$ cat src/rtl/sram_bist_if.sv
// Memory request port between the BIST engine (master) and the upstream
// arbiter / SRAM (slave). Request fields are held until the one-cycle ack.
interface sram_bist_if #(
  parameter int ADDR_W = 21,
  parameter int DATA_W = 8
);
  logic              req;
  logic              we;
  logic [ADDR_W-1:0] addr;
  logic [DATA_W-1:0] wdata;
  logic              ack;
  logic [DATA_W-1:0] rdata;

  modport master (
    output req, we, addr, wdata,
    input  ack, rdata
  );

  modport slave (
    input  req, we, addr, wdata,
    output ack, rdata
  );
endinterface

$ cat src/rtl/sram_bist.sv
// SRAM built-in self-test engine: writes a generated pattern over an address
// window, reads it back, and records mismatch / timeout / abort status.
//
// state  | meaning
// -------+---------------------------------------------------------------
// IDLE   | waiting for start; status from the previous run is held
// WR_REQ | write request on the bus, waiting for ack
// WR_GAP | one dead cycle after a write ack; picks next write or read phase
// RD_REQ | read request on the bus, compare on ack
// RD_GAP | one dead cycle after a read ack; picks next read or finish
// DONE   | one-cycle done pulse, then back to IDLE
module sram_bist #(
  parameter int ADDR_W  = 21,
  parameter int DATA_W  = 8,
  parameter int CNT_W   = 16,
  parameter int TIMEOUT = 255
) (
  input  logic              clk,
  input  logic              rst,
  input  logic              start,
  input  logic              abort,
  input  logic [ADDR_W-1:0] cfg_base,
  input  logic [ADDR_W-1:0] cfg_len,
  input  logic [1:0]        cfg_mode,
  input  logic [DATA_W-1:0] cfg_seed,
  sram_bist_if.master       mem,
  output logic              busy,
  output logic              done,
  output logic              fail,
  output logic              timed_out,
  output logic              aborted,
  output logic [CNT_W-1:0]  err_count,
  output logic [ADDR_W-1:0] fail_addr,
  output logic [DATA_W-1:0] fail_exp,
  output logic [DATA_W-1:0] fail_got
);

  localparam int BIT_W = (DATA_W > 1) ? $clog2(DATA_W) : 1;
  localparam int TO_W  = $clog2(TIMEOUT + 1);

  typedef enum logic [2:0] {
    IDLE   = 3'd0,
    WR_REQ = 3'd1,
    WR_GAP = 3'd2,
    RD_REQ = 3'd3,
    RD_GAP = 3'd4,
    DONE   = 3'd5
  } state_t;

  state_t state, state_nxt;

  // latched run configuration
  logic [ADDR_W-1:0] base_q, len_q;
  logic [1:0]        mode_q;
  logic [DATA_W-1:0] seed_q;

  // walking position: current address, words left in the phase, i mod DATA_W
  logic [ADDR_W-1:0] addr_q;
  logic [ADDR_W-1:0] rem_q;
  logic [BIT_W-1:0]  bit_q;

  // ack wait down-counter, terminal count 0 means the request timed out
  logic [TO_W-1:0]   wait_q;

  // registered bus request fields
  logic              req_q, we_q;
  logic [DATA_W-1:0] wdata_q;

  // decoded events for this cycle
  logic              in_req;
  logic              go_start, ack_hit, abort_hit, to_hit, phase_end;
  logic              mismatch;
  logic [DATA_W-1:0] exp_data;

  function automatic logic [DATA_W-1:0] pattern(
    input logic [1:0]        m,
    input logic [DATA_W-1:0] s,
    input logic [BIT_W-1:0]  b,
    input logic [ADDR_W-1:0] a
  );
    logic [DATA_W-1:0] lo;
    logic [DATA_W-1:0] walk;
    lo   = a[DATA_W-1:0];
    walk = DATA_W'(1) << b;
    case (m)
      2'd0:    return s;
      2'd1:    return lo ^ s;
      2'd2:    return walk ^ s;
      default: return ~(lo ^ s);
    endcase
  endfunction

  // state register
  always_ff @(posedge clk) begin
    if (rst) state <= IDLE;
    else     state <= state_nxt;
  end

  // next-state decode and per-cycle event strobes; abort beats ack and timeout
  always_comb begin
    state_nxt = state;
    go_start  = 1'b0;
    ack_hit   = 1'b0;
    abort_hit = 1'b0;
    to_hit    = 1'b0;
    phase_end = 1'b0;
    mismatch  = 1'b0;
    in_req    = (state == WR_REQ) || (state == RD_REQ);
    exp_data  = pattern(mode_q, seed_q, bit_q, addr_q);
    case (state)
      IDLE: begin
        if (start) begin
          go_start  = 1'b1;
          state_nxt = (cfg_len == '0) ? DONE : WR_REQ;
        end
      end
      WR_REQ, RD_REQ: begin
        if (abort) begin
          abort_hit = 1'b1;
          state_nxt = DONE;
        end else if (mem.ack) begin
          ack_hit   = 1'b1;
          mismatch  = (state == RD_REQ) && (mem.rdata != exp_data);
          state_nxt = (state == WR_REQ) ? WR_GAP : RD_GAP;
        end else if (wait_q == '0) begin
          to_hit    = 1'b1;
          state_nxt = DONE;
        end
      end
      WR_GAP, RD_GAP: begin
        if (abort) begin
          abort_hit = 1'b1;
          state_nxt = DONE;
        end else if (rem_q == '0) begin
          phase_end = 1'b1;
          state_nxt = (state == WR_GAP) ? RD_REQ : DONE;
        end else begin
          state_nxt = (state == WR_GAP) ? WR_REQ : RD_REQ;
        end
      end
      DONE:    state_nxt = IDLE;
      default: state_nxt = IDLE;
    endcase
  end

  // configuration latch and address / word / bit walkers
  always_ff @(posedge clk) begin
    if (rst) begin
      base_q <= '0;
      len_q  <= '0;
      mode_q <= '0;
      seed_q <= '0;
      addr_q <= '0;
      rem_q  <= '0;
      bit_q  <= '0;
    end else if (go_start) begin
      base_q <= cfg_base;
      len_q  <= cfg_len;
      mode_q <= cfg_mode;
      seed_q <= cfg_seed;
      addr_q <= cfg_base;
      rem_q  <= cfg_len;
      bit_q  <= '0;
    end else if (ack_hit) begin
      addr_q <= addr_q + ADDR_W'(1);
      rem_q  <= rem_q - ADDR_W'(1);
      bit_q  <= (bit_q == BIT_W'(DATA_W - 1)) ? '0 : bit_q + BIT_W'(1);
    end else if (phase_end && (state == WR_GAP)) begin
      addr_q <= base_q;
      rem_q  <= len_q;
      bit_q  <= '0;
    end
  end

  // ack wait counter: preloaded outside requests, counts down while requesting
  always_ff @(posedge clk) begin
    if (rst)         wait_q <= TO_W'(TIMEOUT - 1);
    else if (in_req) wait_q <= wait_q - TO_W'(1);
    else             wait_q <= TO_W'(TIMEOUT - 1);
  end

  // bus request fields, registered from the next state so they only move on
  // request boundaries; write data is refreshed in the gap before each write
  always_ff @(posedge clk) begin
    if (rst) begin
      req_q   <= 1'b0;
      we_q    <= 1'b0;
      wdata_q <= '0;
    end else begin
      req_q <= (state_nxt == WR_REQ) || (state_nxt == RD_REQ);
      we_q  <= (state_nxt == WR_REQ);
      if (go_start)
        wdata_q <= pattern(cfg_mode, cfg_seed, '0, cfg_base);
      else if (state == WR_GAP)
        wdata_q <= exp_data;
    end
  end

  // sticky run status, cleared by start; first mismatch captured once
  always_ff @(posedge clk) begin
    if (rst || go_start) begin
      fail      <= 1'b0;
      timed_out <= 1'b0;
      aborted   <= 1'b0;
      err_count <= '0;
      fail_addr <= '0;
      fail_exp  <= '0;
      fail_got  <= '0;
    end else if (abort_hit) begin
      aborted <= 1'b1;
      fail    <= 1'b1;
    end else if (to_hit) begin
      timed_out <= 1'b1;
      fail      <= 1'b1;
    end else if (mismatch) begin
      fail <= 1'b1;
      if (err_count != '1)
        err_count <= err_count + CNT_W'(1);
      if (err_count == '0) begin
        fail_addr <= addr_q;
        fail_exp  <= exp_data;
        fail_got  <= mem.rdata;
      end
    end
  end

  assign mem.req   = req_q;
  assign mem.we    = we_q;
  assign mem.addr  = addr_q;
  assign mem.wdata = wdata_q;

  assign busy = (state == WR_REQ) || (state == WR_GAP) ||
                (state == RD_REQ) || (state == RD_GAP);
  assign done = (state == DONE);

endmodule

$ cat src/flat_wrapper.sv
// flat-port wrapper written by rule: the top's interface ports become plain ports
module sram_bist_flat 
#(
  parameter int ADDR_W  = 21,
  parameter int DATA_W  = 8,
  parameter int CNT_W   = 16,
  parameter int TIMEOUT = 255
)
  (clk, rst, start, abort, cfg_base, cfg_len, cfg_mode, cfg_seed, busy, done, fail, timed_out, aborted, err_count, fail_addr, fail_exp, fail_got, mem_req, mem_we, mem_addr, mem_wdata, mem_ack, mem_rdata);
  sram_bist_if #(.ADDR_W(ADDR_W), .DATA_W(DATA_W)) mem_i ();
  input  logic clk;
  input  logic rst;
  input  logic start;
  input  logic abort;
  input  logic [ADDR_W-1:0] cfg_base;
  input  logic [ADDR_W-1:0] cfg_len;
  input  logic [1:0] cfg_mode;
  input  logic [DATA_W-1:0] cfg_seed;
  output logic busy;
  output logic done;
  output logic fail;
  output logic timed_out;
  output logic aborted;
  output logic [CNT_W-1:0] err_count;
  output logic [ADDR_W-1:0] fail_addr;
  output logic [DATA_W-1:0] fail_exp;
  output logic [DATA_W-1:0] fail_got;
  output wire logic [$bits(mem_i.req)-1:0] mem_req;
  output wire logic [$bits(mem_i.we)-1:0] mem_we;
  output wire logic [$bits(mem_i.addr)-1:0] mem_addr;
  output wire logic [$bits(mem_i.wdata)-1:0] mem_wdata;
  input wire logic [$bits(mem_i.ack)-1:0] mem_ack;
  input wire logic [$bits(mem_i.rdata)-1:0] mem_rdata;
  assign mem_req = mem_i.req;
  assign mem_we = mem_i.we;
  assign mem_addr = mem_i.addr;
  assign mem_wdata = mem_i.wdata;
  assign mem_i.ack = mem_ack;
  assign mem_i.rdata = mem_rdata;
  sram_bist #(.ADDR_W(ADDR_W), .DATA_W(DATA_W), .CNT_W(CNT_W), .TIMEOUT(TIMEOUT)) u_core (.clk(clk), .rst(rst), .start(start), .abort(abort), .cfg_base(cfg_base), .cfg_len(cfg_len), .cfg_mode(cfg_mode), .cfg_seed(cfg_seed), .mem(mem_i), .busy(busy), .done(done), .fail(fail), .timed_out(timed_out), .aborted(aborted), .err_count(err_count), .fail_addr(fail_addr), .fail_exp(fail_exp), .fail_got(fail_got));
endmodule
$ cat config.mk
export PLATFORM = sky130hd
export DESIGN_NAME = sram_bist_flat
export DESIGN_NICKNAME = d
export VERILOG_FILES = /design/src/rtl/sram_bist_if.sv /design/src/rtl/sram_bist.sv /design/src/flat_wrapper.sv
export SDC_FILE = /design/constraint.sdc
export NUM_CORES = 1
export LEC_CHECK = 0
export ABC_AREA = 0
export CORE_ASPECT_RATIO = 1.75
export CORE_MARGIN = 4
export CORE_UTILIZATION = 45
export CTS_CLUSTER_DIAMETER = 200
export DETAILED_ROUTE_END_ITERATION = 8
export GPL_ROUTABILITY_DRIVEN = 0
export PLACE_DENSITY = 0.74
export REMOVE_ABC_BUFFERS = 1
export SLEW_MARGIN = 0
export SYNTH_ARGS = -nofsm -noshare
export SYNTH_HDL_FRONTEND = slang
export SYNTH_SLANG_ARGS = --single-unit
$ cat constraint.sdc
create_clock -name clk -period 3.7 [get_ports clk]
set_clock_uncertainty 0.2 [all_clocks]
set_input_delay 0.555 -clock clk [delete_from_list [all_inputs] [get_ports clk]]
set_output_delay 0.555 -clock clk [all_outputs]
set_load 0.01 [all_outputs]
==> metrics.csv <==
metric,value,unit
outcome,finished clean,
cp-start-kind,flip-flop,
cap_violations,0,
first_iter_violations,608,
die-area,0.0221,mm2
setup_tns,0,ns
vias,8920,
fin_crit,3.35,ns
criticalPathCategory,reg2reg,
ys_async_sr_fraction,0,
grt_usage,0.235,
grt_antenna_before_repair,0,
synth_cell_types,63,
clockBufferDepth,2,
cts_setup_buffers,0,
crit_arrival,3.53,ns
dpl.hpwl,18.7,mm
dp.cells,1488,
port_buffers,153,
drtPass1Iterations,6,
crit_fanout,42,
hp-class,reg2reg,
drive_above_1_share,0.0603,
peakVddDrop,0.319,mV
crit_path_top_delay_cell,dfxtp_1,
power.leakage,3.85,nW
wl_per_cell,17.4,um
pin_count,154,
crit_chain,xor2_1 > or2_2 > a21oi_1 > or4_1 > or4_1 > buf_4 > a21o_1 > a21oi_2,
grt_pass1_vias,8545,
power_density,430,mW/mm2
finalNonFillerCells,1519,
ys_ff_latch,174,
grt_pass1_wl,42.6,mm
end_kind,flip-flop,
netlist_area,0.00888,mm2
worstMarginPinSlew,0.857,ns
cpMostUsedCell,or4_1,
rsz0062_at_grt,no,
diodes,0,
ys_warn_count,0,
required,3.87,ns
overflow,0,
setup_viol,0,
cts-buffers-inserted,17,
slowest_delay,0.71,ns
hold_violations,0,
relSlewSlack,0.424,
synth-edff-count,0,
grt_max_degree,68,
fp.dieH,194,um
synth_ff_type,dfxtp_1,
wl,26.4,mm
fp-row-count,67,
cts.root.buffer_cell,clkbuf_16,
drtAntennaViolNets,0,
ctsHoldBuffers,0,
finalCritPeriodShare,0.906,
synthCells,1152,
hold_slack,0.254,ns
initial_core_util,0.461,
syn_to_final_growth,25.9,%
remaining_drc_errors,0,
slew_violations,0,
layout.nets,1344,
clkTransAtPathRegs,0.07,ns
finalCoreUtilization,0.580,
cts_tree,done,
core_region_area,0.0193,mm2
cts.sinks,174,
clk_latency,0.44,ns
yosysSeqAreaShare,0.392,
avgSynthCellArea,7.71,um2
cts-htree-levels,4,
max_freq,298,MHz
die_w,114,um
cts_resized,0,
avgViaCountPerCell,5.87,
[state kept, by name, summed over array words and instances, names as in the netlist, 16 cells and up]
name / flops
u_core.mem.addr: 21
u_core.base_q: 21
u_core.err_count: 16
u_core.len_q: 21
u_core.fail_addr: 21
u_core.rem_q: 21
[logic make-up (layout without fill, tap and decap cells)]
group                      count (synthesis)  after routing  synth area share
and+or+nand+nor                          448            448             0.243
xor gates and xnor gates                  58             58            0.0609
adders and majority gates                 13             13            0.0183
muxes                                      9              9            0.0103
AOI/OAI and AO/OA                        346            346             0.224
buffers and inverters                    104            230            0.0517
DFF                                      174            174             0.392
[Yosys cell counts, types with 3 or more instances]
cell | n | area share
a21o_1 | 4 | 0.0034
a21oi_1 | 143 | 0.081
a221oi_1 | 14 | 0.014
a22oi_1 | 12 | 0.010
a31oi_1 | 20 | 0.014
a41oi_1 | 6 | 0.0059
and2_1 | 7 | 0.0049
and3_1 | 8 | 0.0056
and4_1 | 6 | 0.0059
buf_1 | 5 | 0.0021
buf_2 | 10 | 0.0056
buf_4 | 3 | 0.0025
buf_6 | 6 | 0.0076
clkbuf_1 | 63 | 0.027
dfxtp_1 | 174 | 0.39
ha_1 | 13 | 0.018
inv_1 | 17 | 0.0072
mux2i_1 | 8 | 0.0090
nand2_1 | 182 | 0.077
nand2b_1 | 5 | 0.0035
nand3_1 | 62 | 0.035
nand3b_1 | 7 | 0.0059
nand4_1 | 12 | 0.0085
nor2_1 | 67 | 0.028
nor3_1 | 25 | 0.014
nor4_1 | 16 | 0.011
o211ai_1 | 7 | 0.0059
o21ai_0 | 108 | 0.061
o21ai_1 | 3 | 0.0017
o22ai_1 | 3 | 0.0021
o311ai_0 | 4 | 0.0039
o31ai_1 | 3 | 0.0025
or2_2 | 3 | 0.0021
or3_1 | 21 | 0.015
or4_1 | 13 | 0.011
xnor2_1 | 26 | 0.026
xor2_1 | 30 | 0.030
[report_power, final]
part / switching [mW] / internal, mW / total [mW]
sequential: 0.111 / 1.98 / 2.09
clock: 0.770 / 1.03 / 1.80
combinational: 0.523 / 0.388 / 0.911
[per-layer routing]
| layer | routed length (um) | global-route usage | up-vias | part of all wire |
|---|---|---|---|---|
| li1 | - | - | 4352 | - |
| met5 | 0 | 0 | - | 0 |
| met4 | 564 | 0.0889 | 0 | 0.021 |
| met3 | 1440 | 0.0506 | 49 | 0.055 |
| met2 | 14200 | 0.429 | 282 | 0.54 |
| met1 | 10200 | 0.260 | 4237 | 0.39 |
[layout make-up]
type / instances / area, um2
Sequential cell: 174 / 3480
Clock inverter: 11 / 131
Multi-Input combinational cell: 874 / 4960
Timing Repair Buffer: 182 / 1780
Clock buffer: 20 / 457
Fill cell: 1864 / 8100
Tap cell: 241 / 302
Inverter: 17 / 63.8
[critical path, delay by kind of cell, from the launching register on]
| kind | cells | cell delay (ns) |
|---|---|---|
| AND/OR/NAND/NOR | 3 | 1.27 |
| flip-flops | 1 | 0.71 |
| AO/OA/AOI/OAI | 3 | 0.41 |
| XOR/XNOR | 1 | 0.38 |
| buffers and inverters | 1 | 0.29 |
[worst paths after layout]
check                    from             endpoint  slack [ns]  cells past startpoint
max          u_core.mode_q[1]  u_core.err_count[1]        0.35                      8
min           u_core.len_q[1]      u_core.len_q[1]        0.25                      2
max reg2reg  u_core.mode_q[1]  u_core.err_count[1]        0.35                      8
min reg2reg   u_core.len_q[1]      u_core.len_q[1]        0.25                      2
[per-stage QoR]
stage	cell area [um2]	power (mW)	setup WS, ns
after detailed placement	10600	3.03	0.293
after floorplan	8490	2.61	-2.57
after global placement	10600	3.02	0.323
final	11200	4.81	0.347
after global routing	11200	5.01	0.211
after CTS	11200	4.83	0.363
[layout by cell type (no fill, tap or decap), types with 13 or more instances in the layout]
cell             netlist  routed
nand2_1              182     181
dfxtp_1              174     174
clkdlybuf4s50_1        0     152
a21oi_1              143     143
o21ai_0              108     108
nor2_1                67      66
nand3_1               62      62
xor2_1                30      30
buf_4                  3      27
xnor2_1               26      26
nor3_1                25      24
or3_1                 21      21
a31oi_1               20      20
inv_1                 17      17
clkbuf_16              0      17
nor4_1                16      15
a221oi_1              14      14
or4_1                 13      13
ha_1                  13      13
No activity file was read; power rests on OpenSTA's default activity.
==> patch (same flow settings) <==
Add an input register stage for `cfg_base`, `cfg_len`, `cfg_mode` and `cfg_seed`, with the module's reset; this delays them by one clock. The other inputs are not delayed to match.
--- a/src/rtl/sram_bist.sv
+++ b/src/rtl/sram_bist.sv
@@ -47,6 +47,25 @@
     DONE   = 3'd5
   } state_t;
 
+  logic [ADDR_W-1:0] cfg_base_q;
+  logic [ADDR_W-1:0] cfg_len_q;
+  logic [1:0] cfg_mode_q;
+  logic [DATA_W-1:0] cfg_seed_q;
+
+  always_ff @(posedge clk) begin
+    if (rst) begin
+      cfg_base_q <= '0;
+      cfg_len_q  <= '0;
+      cfg_mode_q <= '0;
+      cfg_seed_q <= '0;
+    end else begin
+      cfg_base_q <= cfg_base;
+      cfg_len_q  <= cfg_len;
+      cfg_mode_q <= cfg_mode;
+      cfg_seed_q <= cfg_seed;
+    end
+  end
+
   state_t state, state_nxt;
 
   // latched run configuration
@@ -111,7 +130,7 @@
       IDLE: begin
         if (start) begin
           go_start  = 1'b1;
-          state_nxt = (cfg_len == '0) ? DONE : WR_REQ;
+          state_nxt = (cfg_len_q == '0) ? DONE : WR_REQ;
         end
       end
       WR_REQ, RD_REQ: begin
@@ -154,12 +173,12 @@
       rem_q  <= '0;
       bit_q  <= '0;
     end else if (go_start) begin
-      base_q <= cfg_base;
-      len_q  <= cfg_len;
-      mode_q <= cfg_mode;
-      seed_q <= cfg_seed;
-      addr_q <= cfg_base;
-      rem_q  <= cfg_len;
+      base_q <= cfg_base_q;
+      len_q  <= cfg_len_q;
+      mode_q <= cfg_mode_q;
+      seed_q <= cfg_seed_q;
+      addr_q <= cfg_base_q;
+      rem_q  <= cfg_len_q;
       bit_q  <= '0;
     end else if (ack_hit) begin
       addr_q <= addr_q + ADDR_W'(1);
@@ -190,7 +209,7 @@
       req_q <= (state_nxt == WR_REQ) || (state_nxt == RD_REQ);
       we_q  <= (state_nxt == WR_REQ);
       if (go_start)
-        wdata_q <= pattern(cfg_mode, cfg_seed, '0, cfg_base);
+        wdata_q <= pattern(cfg_mode_q, cfg_seed_q, '0, cfg_base_q);
       else if (state == WR_GAP)
         wdata_q <= exp_data;
     end
Check against the original RTL: not equivalent (a bounded check fails within 4 cycles, from zero or initial values and one cycle with rst high).
==> patch against the unedited design <==
- sequential power rose by 29%
- power rose by 21%
- utilization fell by 1.1 points
- sequential share of layout area rose by 4.7 points
- count of clock-buffer cells in the layout rose by 13
- routed wire length rose by 4.4%
- worst setup slack got worse by 0.030 ns
- sequential cell count rose by 52
- combinational power rose by 9.5%
- area after synthesis rose by 14%
- non-clock buffer count rose by 4
- design area rose by 13%
- via count rose by 1.5%
- worst hold slack got worse by 0.0028 ns
==> patch: results (changes against the unedited design) <==
stage,metric,value,unit,change
placed_design,Area after DPL,11960,µm²,+13%
final_layout,final net count,1408,,+4.8%
global_route,Global Route Usage Sum,21.27,%,-2.2 points
clock_tree,total CTS buffers,21,,+4
final_layout,comb_multi_in,873,,-0.11%
final_layout,Seq area share,35.88,%,+4.7 points
routing,vias,9053,,+1.5%
final_layout,layout cells sized above 1,5.733,%,-0.29 points
final_layout,multi-input gate share of total cell area,41.18,%,-3.2 points
routing,Routed WL,27.54,mm,+4.4%
pwr,Leak,0.004503,µW,+17%
final_layout,buffering overhead,14.19,%,-1.8 points
final_layout,final core utilization,56.90,%,-1.1 points
clock_tree,Post-CTS Resized,0,,unchanged
timing,Max transition margin,29.51,%,-13 points
yosys,Synth Instances,1203,,+4.4%
clock_tree,CTS H-tree depth,1,,-3
final_layout,FFs & Latches,226,,+30%
final_layout,clock network area share,5.160,%,-0.10 points
global_route,vias in the first global route,8792,,+2.9%
floorplanning,well tap count,296,,+23%
clock_tree,worst-skew pair later-pin latency,0.49,ns,+0.05 ns
routing,DR iter-0 viols,575,,-5.4%
clock_tree,"Reg clk slew, reported paths",0.07,ns,about the same
clock_tree,Max clock buf depth,3,,+1
yosys,Yosys cell types,66,,+4.8%
final_layout,Fillers,2114,,+13%
yosys,Area contributors post-synth,"dfxtp_1 (45%), nand2_1 (6.7%), a21oi_1 (5.4%)",,
worst_setup_path,Critical Path Fanout Max,6,,-86%
placed_design,number of port buffers,153,,unchanged
routing,Vias/cell,5.523,,-5.9%
yosys,sequential share of the synthesized area,44.71,%,+5.5 points
placed_design,detailed placer's ending HPWL,19.58,mm,+5.0%
yosys,"top cells by count, synth","dfxtp_1 (226), nand2_1 (181), nor2_1 (114), a21oi_1 (110)",,
routing,Detailed Routing Iterations Pass 1,6,,unchanged
yosys,Synth Warn #,0,,unchanged
global_route,first-pass GRT wire length,43.79,mm,+2.7%
clock_tree,clock root buffer,clkbuf_16,,
worst_setup_path,worst path arrival time,3.57,ns,+0.04 ns
global_route,largest net degree at the start of global routing,80,,+18%
global_route,initial antenna violation count,0,,unchanged
placed_design,Place WS,0.2481,ns,-0.04497 ns
final_layout,antenna diode count,0,,unchanged
pwr,maximum VDD drop,0.0003766,V,+18%
clock_tree,Setup Buffers After CTS,0,,unchanged
yosys,ys async rst share,0,%,unchanged
status,status,finished clean,,
final_layout,inverter count,22,,+5
final_layout,Non-CTS buffers,186,,+2.2%
global_route,grt ovf,0,,unchanged
final_layout,clock buffers,33,,+65%
min_path,worst min path class,reg2reg,,
patch: changes by cell type after synthesis, sizes merged, moves of 6 or more:
cell,change
dfxtp,+52
o21ai,-59
mux2i,+35
nor2,+47
nand3,-30
a21oi,-34
nor2b,+55
clkbuf,-6
or3,-12
patch: power breakdown:
part | switching (µW) | internal, µW | total (µW) | leakage [µW]
Combinational | 563 | 435 | 998 | 0.00234
Clock | 904 | 1200 | 2100 | 0.000319
Sequential | 139 | 2560 | 2700 | 0.00185
Total | 1610 | 4200 | 5800 | 0.00450
patch: worst max-delay path: stages, from the launching register on:
cell and delay [ns]:
dfxtp_1 0.36, inv_1 0.08, ha_1 0.20, or3b_2 0.54, or4_4 0.56, nor2b_1 0.26
and2_1 0.25, ha_1 0.16, nor2b_1 0.15, o21ai_0 0.10, o211a_1 0.13, and2_1 0.17
o21a_1 0.10
patch: logic make-up after synthesis:
logic type      count (synthesis)  share of synthesized area [%]
mux                            45                          4.476
fa+ha+maj                      13                          1.607
flops                         226                          44.71
compound gates                257                          15.63
simple gates                  501                          23.97
buf+inv                       104                          4.266
xor+xnor                       57                          5.341
patch: path summary, 6_finish.rpt:
check | to | slack, ns | start | cells after the start
worst max register to register | u_core.mem.we | 0.32 | u_core.rem_q[0] | 12
worst min register to register | u_core.base_q[17] | 0.25 | u_core.base_q[17] | 2
worst max-delay path | u_core.mem.we | 0.32 | u_core.rem_q[0] | 12
worst min-delay path | u_core.base_q[17] | 0.25 | u_core.base_q[17] | 2
patch: metal layers:
metal | vias up | part of all wire, % | wire [µm] | global-route usage (%)
met3 | 57 | 4.8 | 1330 | 2.547
met5 | - | 0 | 0 | 0
met1 | 4289 | 37 | 10320 | 23.28
li1 | 4454 | - | - | -
met2 | 253 | 55 | 15120 | 41.54
met4 | 0 | 2.8 | 774 | 7.051
